$ cat config.mk
export PLATFORM = sky130hd
export DESIGN_NAME = pipeline_stall_ctrl
export DESIGN_NICKNAME = d
export VERILOG_FILES = /design/src/rtl/pipeline_stall_ctrl.sv
export SDC_FILE = /design/constraint.sdc
export NUM_CORES = 1
export LEC_CHECK = 0
export CAP_MARGIN = 20
export CORE_AREA = 2 2 39 41
export DETAILED_ROUTE_END_ITERATION = 8
export DIE_AREA = 0 0 41 43
export HOLD_SLACK_MARGIN = 0.02
export MAX_ROUTING_LAYER = met4
export PLACE_DENSITY_LB_ADDON = 0.2
export SYNTH_ARGS = -nofsm -noshare
export SYNTH_HDL_FRONTEND = slang
export SYNTH_SLANG_ARGS = --single-unit
$ cat constraint.sdc
create_clock -name clk -period 2.03 [get_ports clk]
set_input_delay 0.3045 -clock clk [delete_from_list [all_inputs] [get_ports clk]]
set_output_delay 0.3045 -clock clk [all_outputs]
set_load 0.1 [all_outputs]
$ cat src/rtl/pipeline_stall_ctrl.sv
// Stall/flush sequencer for the 5-stage pipeline.
// Merges hazard-unit stalls, data-memory wait states and a fixed-latency
// MUL/DIV unit into per-stage enables and bubble/flush strobes.
// Optional feature macro: PERF_CNT_EN adds saturating per-source stall counters.
module pipeline_stall_ctrl #(
  parameter int unsigned MD_LATENCY = 8,
  parameter int unsigned CNT_W      = 32
) (
  input  logic             clk,
  input  logic             rst_n,
  input  logic             hz_stall,
  input  logic             hz_flush_IFID,
  input  logic             dmem_req,
  input  logic             dmem_ready,
  input  logic             md_start,
  output logic             en_PC,
  output logic             en_IFID,
  output logic             en_IDEX,
  output logic             en_EXMEM,
  output logic             en_MEMWB,
  output logic             flush_IFID,
  output logic             bubble_IDEX,
  output logic             bubble_EXMEM,
  output logic             bubble_MEMWB,
  output logic             md_done,
  output logic             busy
`ifdef PERF_CNT_EN
  ,
  output logic [CNT_W-1:0] perf_hz,
  output logic [CNT_W-1:0] perf_mem,
  output logic [CNT_W-1:0] perf_md
`endif
);

  localparam int unsigned CntBits = $clog2(MD_LATENCY);
  localparam logic [CntBits-1:0] CntLoad = CntBits'(MD_LATENCY - 2);

  typedef enum logic [0:0] {StRun, StMdBusy} state_e;

  state_e             r_state, w_state_d;
  logic [CntBits-1:0] r_cnt, w_cnt_d;
  logic               w_mem_stall;
  logic               w_md_freeze;
  logic               w_cnt_zero;

  assign w_mem_stall = dmem_req & ~dmem_ready;
  assign w_cnt_zero  = (r_cnt == '0);
  assign w_md_freeze = ((r_state == StRun) & md_start & ~w_mem_stall) |
                       ((r_state == StMdBusy) & ~w_cnt_zero);

  // State and latency counter registers.
  always_ff @(posedge clk or negedge rst_n) begin
    if (!rst_n) begin
      r_state <= StRun;
      r_cnt   <= '0;
    end else begin
      r_state <= w_state_d;
      r_cnt   <= w_cnt_d;
    end
  end

  // Next-state: the counter keeps running through memory waits, but release
  // at cnt==0 waits for MEM to be free so md_done is never lost under a stall.
  always_comb begin
    w_state_d = r_state;
    w_cnt_d   = r_cnt;
    unique case (r_state)
      StRun: begin
        if (md_start && !w_mem_stall) begin
          w_state_d = StMdBusy;
          w_cnt_d   = CntLoad;
        end
      end
      StMdBusy: begin
        if (!w_cnt_zero) begin
          w_cnt_d = r_cnt - CntBits'(1);
        end else if (!w_mem_stall) begin
          w_state_d = StRun;
        end
      end
      default: begin
        w_state_d = StRun;
        w_cnt_d   = '0;
      end
    endcase
  end

  // Output decode in priority order: reset, mem wait, MUL/DIV, hazard, run.
  always_comb begin
    en_PC        = 1'b1;
    en_IFID      = 1'b1;
    en_IDEX      = 1'b1;
    en_EXMEM     = 1'b1;
    en_MEMWB     = 1'b1;
    flush_IFID   = 1'b0;
    bubble_IDEX  = 1'b0;
    bubble_EXMEM = 1'b0;
    bubble_MEMWB = 1'b0;
    md_done      = 1'b0;
    busy         = 1'b0;
    if (!rst_n) begin
      en_PC        = 1'b0;
      en_IFID      = 1'b0;
      en_IDEX      = 1'b0;
      en_EXMEM     = 1'b0;
      en_MEMWB     = 1'b0;
      flush_IFID   = 1'b1;
      bubble_IDEX  = 1'b1;
      bubble_EXMEM = 1'b1;
      bubble_MEMWB = 1'b1;
    end else begin
      busy    = (r_state == StMdBusy);
      md_done = (r_state == StMdBusy) & w_cnt_zero & ~w_mem_stall;
      if (w_mem_stall) begin
        en_PC        = 1'b0;
        en_IFID      = 1'b0;
        en_IDEX      = 1'b0;
        en_EXMEM     = 1'b0;
        bubble_MEMWB = 1'b1;
      end else if (w_md_freeze) begin
        en_PC        = 1'b0;
        en_IFID      = 1'b0;
        en_IDEX      = 1'b0;
        bubble_EXMEM = 1'b1;
      end else if (hz_stall) begin
        en_PC       = 1'b0;
        en_IFID     = 1'b0;
        bubble_IDEX = 1'b1;
      end else begin
        // A branch held in ID re-raises the flush once it advances.
        flush_IFID = hz_flush_IFID;
      end
    end
  end

`ifdef PERF_CNT_EN
  logic w_win_mem;
  logic w_win_md;
  logic w_win_hz;

  assign w_win_mem = w_mem_stall;
  assign w_win_md  = ~w_mem_stall & w_md_freeze;
  assign w_win_hz  = ~w_mem_stall & ~w_md_freeze & hz_stall;

  // Saturating counters of cycles each stall source wins.
  always_ff @(posedge clk or negedge rst_n) begin
    if (!rst_n) begin
      perf_hz  <= '0;
      perf_mem <= '0;
      perf_md  <= '0;
    end else begin
      if (w_win_hz && (perf_hz != '1)) perf_hz <= perf_hz + CNT_W'(1);
      if (w_win_mem && (perf_mem != '1)) perf_mem <= perf_mem + CNT_W'(1);
      if (w_win_md && (perf_md != '1)) perf_md <= perf_md + CNT_W'(1);
    end
  end
`endif

endmodule

---- Word level (Yosys, flattened, before mapping) ----
Cells that the tools add are included.
storage, ports and cells
  register bits ........................... 4
  output and inout bits ................... 11
operators by class
  add/sub/neg operators ................... 1
  eq/ne operators ......................... 2
  multiplexer cells ....................... 31
  bitwise gates (word level) .............. 11
  reduce and logical (&&, ||, !) cells .... 4
operators by type and width
  cell                                                                count
  1-bit two-way mux                                                   27
  1-bit AND                                                           6
  3-bit two-way mux                                                   2
  3-bit one-hot mux with 2 select lines                               1
  1-bit inverter                                                      4
  3-bit logical NOT                                                   1
  3-bit by 1-bit subtractor with 3-bit output, second input constant  1
  2-bit by 1-bit != test with 1-bit output, second input constant     1
  2-bit != test, second input constant                                1
  1-bit one-hot mux with 2 select lines                               1
  2-bit AND reduction                                                 1
  1-bit logical AND                                                   1
  1-bit logical NOT                                                   1
  1-bit OR                                                            1

---- Logic depth before layout (Yosys ltp) ----
Gate-level depths: netlist of the first run.
  word-level depth ........................ 8
  gate-level depth with buffers ........... 6
  depth with buffers taken out ............ 5

---- Least setup slack after synthesis of the first run ----
Ideal clock, no wire load.
  path kind ............................... input to output
  from .................................... input dmem_ready
  to ...................................... output en_PC
  data arrival time ....................... 2.964 ns
  slack ................................... -1.239 ns
  stages .................................. 4
  cells stage by stage .................... nand2b_1 > nand2_1 > nor3_2 > buf_4
on the way
  word-level cells in the longest chain between the ends .. 8
ends and longest elaborated chain
  item                               line  text
  start: declaration                 14    input logic dmem_ready,
  1-bit inverter *                   46    assign w_mem_stall = dmem_req & ~dmem_ready;
  1-bit AND *                        46
  1-bit inverter                     48    assign w_md_freeze = ((r_state == StRun) & md_start & ~w_mem_stall) |
  1-bit AND                          48
  1-bit OR                           48
  1-bit two-way mux                  -
  1-bit two-way mux * (2 in series)  -
  end: declaration                   16    output logic en_PC,
Mark *: on every way between the ends. The rest lies on a longest branch, timed or not.

---- Final worst setup path of the first run ----
  from .................................... register r_cnt[0]
  to ...................................... output en_IFID
on the way
  word-level cells in the longest chain between the ends .. 7
ends and longest elaborated chain
  item                      line  text
  start: declaration        41    logic [CntBits-1:0] r_cnt, w_cnt_d;
  start signal: assignment  58    r_cnt <= w_cnt_d;
  3-bit logical NOT         47    assign w_cnt_zero = (r_cnt == '0);
  1-bit inverter            49    ((r_state == StMdBusy) & ~w_cnt_zero);
  1-bit AND                 49
  1-bit OR                  48
  1-bit two-way mux         120   end else if (w_md_freeze) begin
  1-bit two-way mux         114   if (w_mem_stall) begin
  1-bit two-way mux         101   if (!rst_n) begin
  end: declaration          17    output logic en_IFID,
Every way passes these cells.

==> flow_summary.json, run 1 <==
{
  "status": "finished clean",
  "die_area_um2": 1763,
  "crit_start": "r_cnt[0]$_DFFE_PN0P_",
  "clk_pin_slew_worst_paths_ps": 40,
  "powerDensity_nw_per_um2": 1361,
  "drive_gt1_share_pct": 61.29,
  "cts_tree": "done",
  "grt_overflow": 0,
  "die_h_um": 43,
  "register_area_um2": 100.1,
  "core_um2": 1384,
  "drt_iter0_markers": 1,
  "synthesis.area_um2": 331.6,
  "power.leakage_uw": 0.0003312,
  "dieWidth_um": 41,
  "vias_per_cell": 4.295,
  "cp_cell_sequence": "inv_2 -> ha_1 -> or2b_4 -> o2bb2ai_4 -> nor3_4 -> buf_12",
  "gp_congestion": 0.6892,
  "cp_top_family": "simple AND/OR/NAND/NOR gates",
  "pin_count": 18,
  "syn_avg_cell_area_um2": 9.473,
  "cts_hold_buf": 0,
  "cts_max_path_buffers": 2,
  "fmax_mhz": 501.1,
  "drt_first_pass_iters": 2,
  "rsz0062_at_grt": "true",
  "yosysWarningCount": 0,
  "endpoint_kind": "output port",
  "cts_root_buf": "clkbuf_4",
  "r2r_end": "r_cnt[1]$_DFFE_PN0P_",
  "n_fill_cell": 126,
  "fin_crit_ps": 1995,
  "fin_crit_sh_pct": 98.30,
  "vdd_drop_max_uv": 667.2,
  "wl_per_cell_um": 10.60,
  "worst_hold_path_type": "in -> async",
  "cts.sinks": 4,
  "post-place-ws_ps": 83.77,
  "initial_utilization_pct": 23.96,
  "hold_viol": 0,
  "clk_latency_ps": 230,
  "numPortBuffers": 17,
  "r2r-start": "r_cnt[0]$_DFFE_PN0P_",
  "first_global_vias": 322,
  "cts_made_buffers": 3,
  "cp_num_buf_inv": 2,
  "drv_slew": 0,
  "antenna_found_initial": 0,
  "fin_cells": 78,
  "ant_nets": 0,
  "grt_max_degree": 9,
  "max_stage_delay_ps": 360,
  "tns_ps": 0,
  "globalRouteTotalUtil_pct": 12.20,
  "diodes": 0,
  "tightestPinTransition_ps": 307.3,
  "crit_slowest_cell": "dfrtp_1",
  "synth_cell_types": 20,
  "placed_area_um2": 674.4,
  "post-place-cells": 69,
  "synth-seq-cells": 4,
  "finalClockSkew_ps": 0.8019,
  "grt_pass1_wl_um": 1359,
  "crit_arrival_ps": 1690,
  "multi_input_area_um2": 245.2,
  "maxCapViolCount": 0,
  "worstSetupPathType": "reg -> out",
  "vias": 335,
  "design_area_um2": 747.0,
  "r2r_slack_ps": 660,
  "postSynthCellCount": 35,
  "fin_nets": 73,
  "setup_violations": 0,
  "slew_headroom_pct": 79.51,
  "cp_max_fo": 5,
  "fp-row-count": 14,
  "area_growth_syn_to_layout_pct": 125.3,
  "critPathLaunchType": "register",
  "cp.required_ps": 1730,
  "htreeDepth": 1,
  "layout_setup_ws_ps": 34.56,
  "ys_seq_area_share_pct": 30.19,
  "hpwl_um": 625.7,
  "wl_um": 827,
  "reg2regPathDepth": 6,
  "route.detailed.drc": 0,
  "synth_nets": 44
}
==> where the power goes <==
| group | switching, uW | internal, uW |
|---|---|---|
| logic | 423 | 341 |
| registers | 36.1 | 121 |
| clock network | 28.8 | 65.9 |
| total | 488 | 528 |
==> repair_timing <==
action | CTS | global route
setup endpoints to repair | 2 | 4
pin swaps | 1 | 1
setup buffers | 5 | 1
gates resized for setup | 1 | 1
==> registers in the layout, summed over array words and instances, names as in the netlist <==
name	cells
r_state	1
r_cnt	3
==> Yosys cell counts <==
| cell type | count | area share (%) |
|---|---|---|
| a2bb2oi_1 | 1 | 2.6 |
| a2bb2oi_2 | 1 | 4.5 |
| a32oi_1 | 1 | 2.6 |
| and2_1 | 1 | 1.9 |
| and2b_2 | 1 | 2.6 |
| buf_4 | 2 | 4.5 |
| dfrtp_1 | 4 | 30 |
| ha_1 | 2 | 7.5 |
| inv_1 | 3 | 3.4 |
| nand2_1 | 5 | 5.7 |
| nand2b_1 | 1 | 1.9 |
| nand2b_4 | 1 | 4.1 |
| nand3_1 | 1 | 1.5 |
| nand3b_1 | 1 | 2.3 |
| nor2_1 | 2 | 2.3 |
| nor3_2 | 1 | 3.0 |
| o21ai_1 | 4 | 6.0 |
| o2bb2ai_4 | 1 | 8.3 |
| or2b_1 | 1 | 2.3 |
| xnor2_1 | 1 | 2.6 |
==> layout by cell type (no fill, tap or decap) <==
| cell type | Yosys | layout |
|---|---|---|
| a2bb2oi_1 | 1 | 1 |
| a2bb2oi_2 | 1 | 1 |
| a32oi_1 | 1 | 1 |
| and2_2 | 0 | 1 |
| and2b_2 | 1 | 1 |
| buf_12 | 0 | 11 |
| buf_4 | 2 | 9 |
| clkbuf_4 | 0 | 3 |
| clkdlybuf4s50_1 | 0 | 6 |
| dfrtp_1 | 4 | 4 |
| ha_1 | 2 | 2 |
| inv_1 | 3 | 1 |
| inv_2 | 0 | 2 |
| nand2_1 | 5 | 4 |
| nand2_2 | 0 | 1 |
| nand2b_1 | 1 | 1 |
| nand2b_4 | 1 | 1 |
| nand3_1 | 1 | 1 |
| nand3b_1 | 1 | 1 |
| nor2_4 | 0 | 2 |
| nor3_4 | 0 | 1 |
| o21ai_1 | 4 | 1 |
| o21ai_2 | 0 | 3 |
| o2bb2ai_4 | 1 | 1 |
| or2b_4 | 0 | 1 |
| xnor2_1 | 1 | 1 |
==> cell families after synthesis <==
| family | synth area share (%) |
|---|---|
| simple gates | 27.55 |
| compound gates | 24.15 |
| buf+inv | 7.923 |
| flops | 30.19 |
| fa+ha+maj | 7.546 |
| xor+xnor | 2.642 |
==> area by class of cell <==
cell class / count / area share [%]
Clock buffer: 3 / 3.015
Timing Repair Buffer: 26 / 46.57
Inverter: 3 / 1.508
Tap cell: 16 / 2.680
Sequential cell: 4 / 13.40
Multi-Input combinational cell: 26 / 32.83
==> stage by stage <==
| stage | util (%) | power [uW] | hold WS [ps] |
|---|---|---|---|
| finish | 53.98 | 1016 | 531.1 |
| global route | 53.98 | 1090 | 542.8 |
| CTS | 53.07 | 1004 | 530.2 |
| detailed placement | 48.73 | 831.3 | 539.7 |
| global placement | 48.73 | 828.1 | 536.7 |
| floorplan | - | 638.3 | 8.909 |
==> metal layers <==
metal | vias up | global-route usage (%) | share of wire, %
li1 | 173 | - | -
met4 | 0 | 10.00 | 0
met2 | 10 | 16.88 | 50
met3 | 0 | 3.141 | 6.7
met5 | - | - | 0
met1 | 152 | 14.05 | 43
==> worst max path at each step <==
stage,end,slack (ps),cells after the start
after floorplan,en_PC,-410,6
after global placement,en_PC,100,5
after detailed placement,en_PC,80,5
after CTS,en_PC,-4,6
after global routing,en_PC,-50,6
final,en_IFID,30,6
(Power assumes the default switching activity.)
==> run 2: changes to the inputs <==
--- a/config.mk
+++ b/config.mk
@@ -6,9 +6,10 @@
 export NUM_CORES = 1
 export LEC_CHECK = 0
 export CAP_MARGIN = 20
-export CORE_AREA = 2 2 39 41
+export CORE_AREA = 4 4 41 43
 export DETAILED_ROUTE_END_ITERATION = 8
-export DIE_AREA = 0 0 41 43
+export DIE_AREA = 0 0 45 47
+export GPL_TIMING_DRIVEN = 0
 export HOLD_SLACK_MARGIN = 0.02
 export MAX_ROUTING_LAYER = met4
 export PLACE_DENSITY_LB_ADDON = 0.2
==> run 2 against run 1 <==
Global-route usage decreased by 3.1 points. Flip-flop and latch count unchanged. Worst hold slack got worse by 400 ps. Highest routed layer unchanged. Core utilization decreased by 3.1 points. Non-clock buffer count increased by 1. Register-to-register slack about the same. Cell count unchanged.
==> flow_summary.json, run 2 (same netlist as run 1, synthesis figures left out) <==
{
  "grt_pass1_wl_um": 1338,
  "antenna_found_initial": 0,
  "globalRouteTotalUtil_pct": 9.106,
  "grt_overflow": 0,
  "route.detailed.drc": 0,
  "r2r_end": "r_cnt[2]$_DFFE_PN0P_",
  "hold_viol": 0,
  "cts.sinks": 4,
  "htreeDepth": 1,
  "crit_arrival_ps": 1690,
  "drt_iter0_markers": 1,
  "setup_violations": 0,
  "maxCapViolCount": 0,
  "r2r_slack_ps": 650,
  "wl_per_cell_um": 10.59,
  "fin_crit_ps": 1998,
  "hpwl_um": 597.3,
  "slew_headroom_pct": 63.66,
  "grt_max_degree": 11,
  "cts_made_buffers": 3,
  "final_common_cell": "buf_4",
  "numPortBuffers": 17,
  "vias_per_cell": 4.269,
  "vdd_drop_max_uv": 703.1,
  "status": "finished clean",
  "reg2regPathDepth": 6,
  "powerDensity_nw_per_um2": 1433,
  "largest_register": "r_cnt",
  "worst_hold_path_type": "in -> async",
  "die_h_um": 47,
  "ant_nets": 0,
  "first_global_vias": 331,
  "initial_utilization_pct": 25.48,
  "cp_cell_sequence": "inv_2 -> ha_1 -> or2b_4 -> o2bb2ai_4 -> nor3_4 -> buf_6 -> buf_12",
  "drv_slew": 0,
  "crit_slowest_cell": "dfrtp_1",
  "max_stage_delay_ps": 360,
  "fin_nets": 74,
  "vias": 333,
  "die_area_um2": 2115,
  "largest_reg_flops": 3,
  "gp_congestion": 0.7487,
  "cp_max_fo": 5,
  "fp-row-count": 13,
  "rsz0062_at_grt": "true",
  "reg_top3": "r_cnt: 3 flops, r_state: 1 flops",
  "dieWidth_um": 45,
  "diodes": 0,
  "whs_ps": 126.3,
  "cp.required_ps": 1730,
  "worstSetupPathType": "reg -> out",
  "final_cell_mix": "buf_4, clkdlybuf4s50_1, nand2_1, clkbuf_4, dfrtp_1",
  "cts_root_buf": "clkbuf_4",
  "tns_ps": 0,
  "area_growth_syn_to_layout_pct": 99.62,
  "core_um2": 1301,
  "endpoint_kind": "output port",
  "clk_pin_slew_worst_paths_ps": 40,
  "critPathLaunchType": "register",
  "fmax_mhz": 500.4,
  "r2r-start": "r_cnt[0]$_DFFE_PN0P_",
  "fin_crit_sh_pct": 98.44,
  "finalClockSkew_ps": 1.561,
  "cts_tree": "done",
  "drive_gt1_share_pct": 61.90,
  "cts_max_path_buffers": 2,
  "wl_um": 826,
  "power.leakage_uw": 0.0003027,
  "pin_count": 18,
  "clk_latency_ps": 230,
  "tightestPinTransition_ps": 547.7,
  "drt_first_pass_iters": 4
}
## run 2: worst max-delay path: cells and delay by family (launching register included)
family | cells | cell delay (ps)
simple gates | 2 | 470
flops | 1 | 360
buf+inv | 3 | 360
compound gates | 1 | 160
fa+ha+maj | 1 | 120
## run 2: how the worst max path moves through the flow
stage / from / endpoint / slack, ps
2_1_floorplan: r_cnt[0]$_DFFE_PN0P_ / en_PC / -410
3_3_place_gp: rst_n / en_PC / -1040
3_5_place_dp: rst_n / en_PC / -1040
4_1_cts: r_cnt[0]$_DFFE_PN0P_ / en_IFID / 0.7
5_1_grt: r_cnt[0]$_DFFE_PN0P_ / en_IFID / -60
6_report: r_cnt[0]$_DFFE_PN0P_ / en_IFID / 30
## run 2: repair_timing
action / 4_1_cts / 5_1_grt
resized for setup: 63 / 4
endpoints found under the setup margin: 11 / 7
pin swaps: 1 / 0
setup buffers: 5 / 3
endpoints found under the hold margin: 0 / 0
hold buffers: 0 / 0
## run 2: metal layers
| metal | GRT usage, % | share of wire [%] |
|---|---|---|
| met4 | 5.263 | 0 |
| met1 | 10.85 | 42 |
| met5 | - | 0 |
| met3 | 2.682 | 13 |
| met2 | 13.56 | 45 |
## run 2: where the power goes
part	internal [uW]	leakage [uW]	switching, uW
clock network	65.8	0.0000138	27.9
logic	290	0.000244	407
registers	121	0.0000446	36.9
total	477	0.000303	472
## run 2: through the flow
stage	area (um^2)	setup slack, ps	utilization, %	instances	power [uW]
floorplan	379.1	-411.2	-	35	638.3
global placement	568.0	-1044	43.65	67	747.5
detailed placement	568.0	-1042	43.65	67	750.0
CTS	639.4	0.6959	49.13	75	913.2
global route	661.9	-64.24	50.87	78	1021
finish	661.9	31.69	50.87	78	948.8
## run 2: area by class of cell
| type | instances | area [um^2] |
|---|---|---|
| Tap cell | 15 | 18.77 |
| Inverter | 3 | 11.26 |
| Multi-Input combinational cell | 26 | 240.2 |
| Fill cell | 131 | 639.4 |
| Timing Repair Buffer | 25 | 241.5 |
| Sequential cell | 4 | 100.1 |
| Buffer | 2 | 27.53 |
| Clock buffer | 3 | 22.52 |
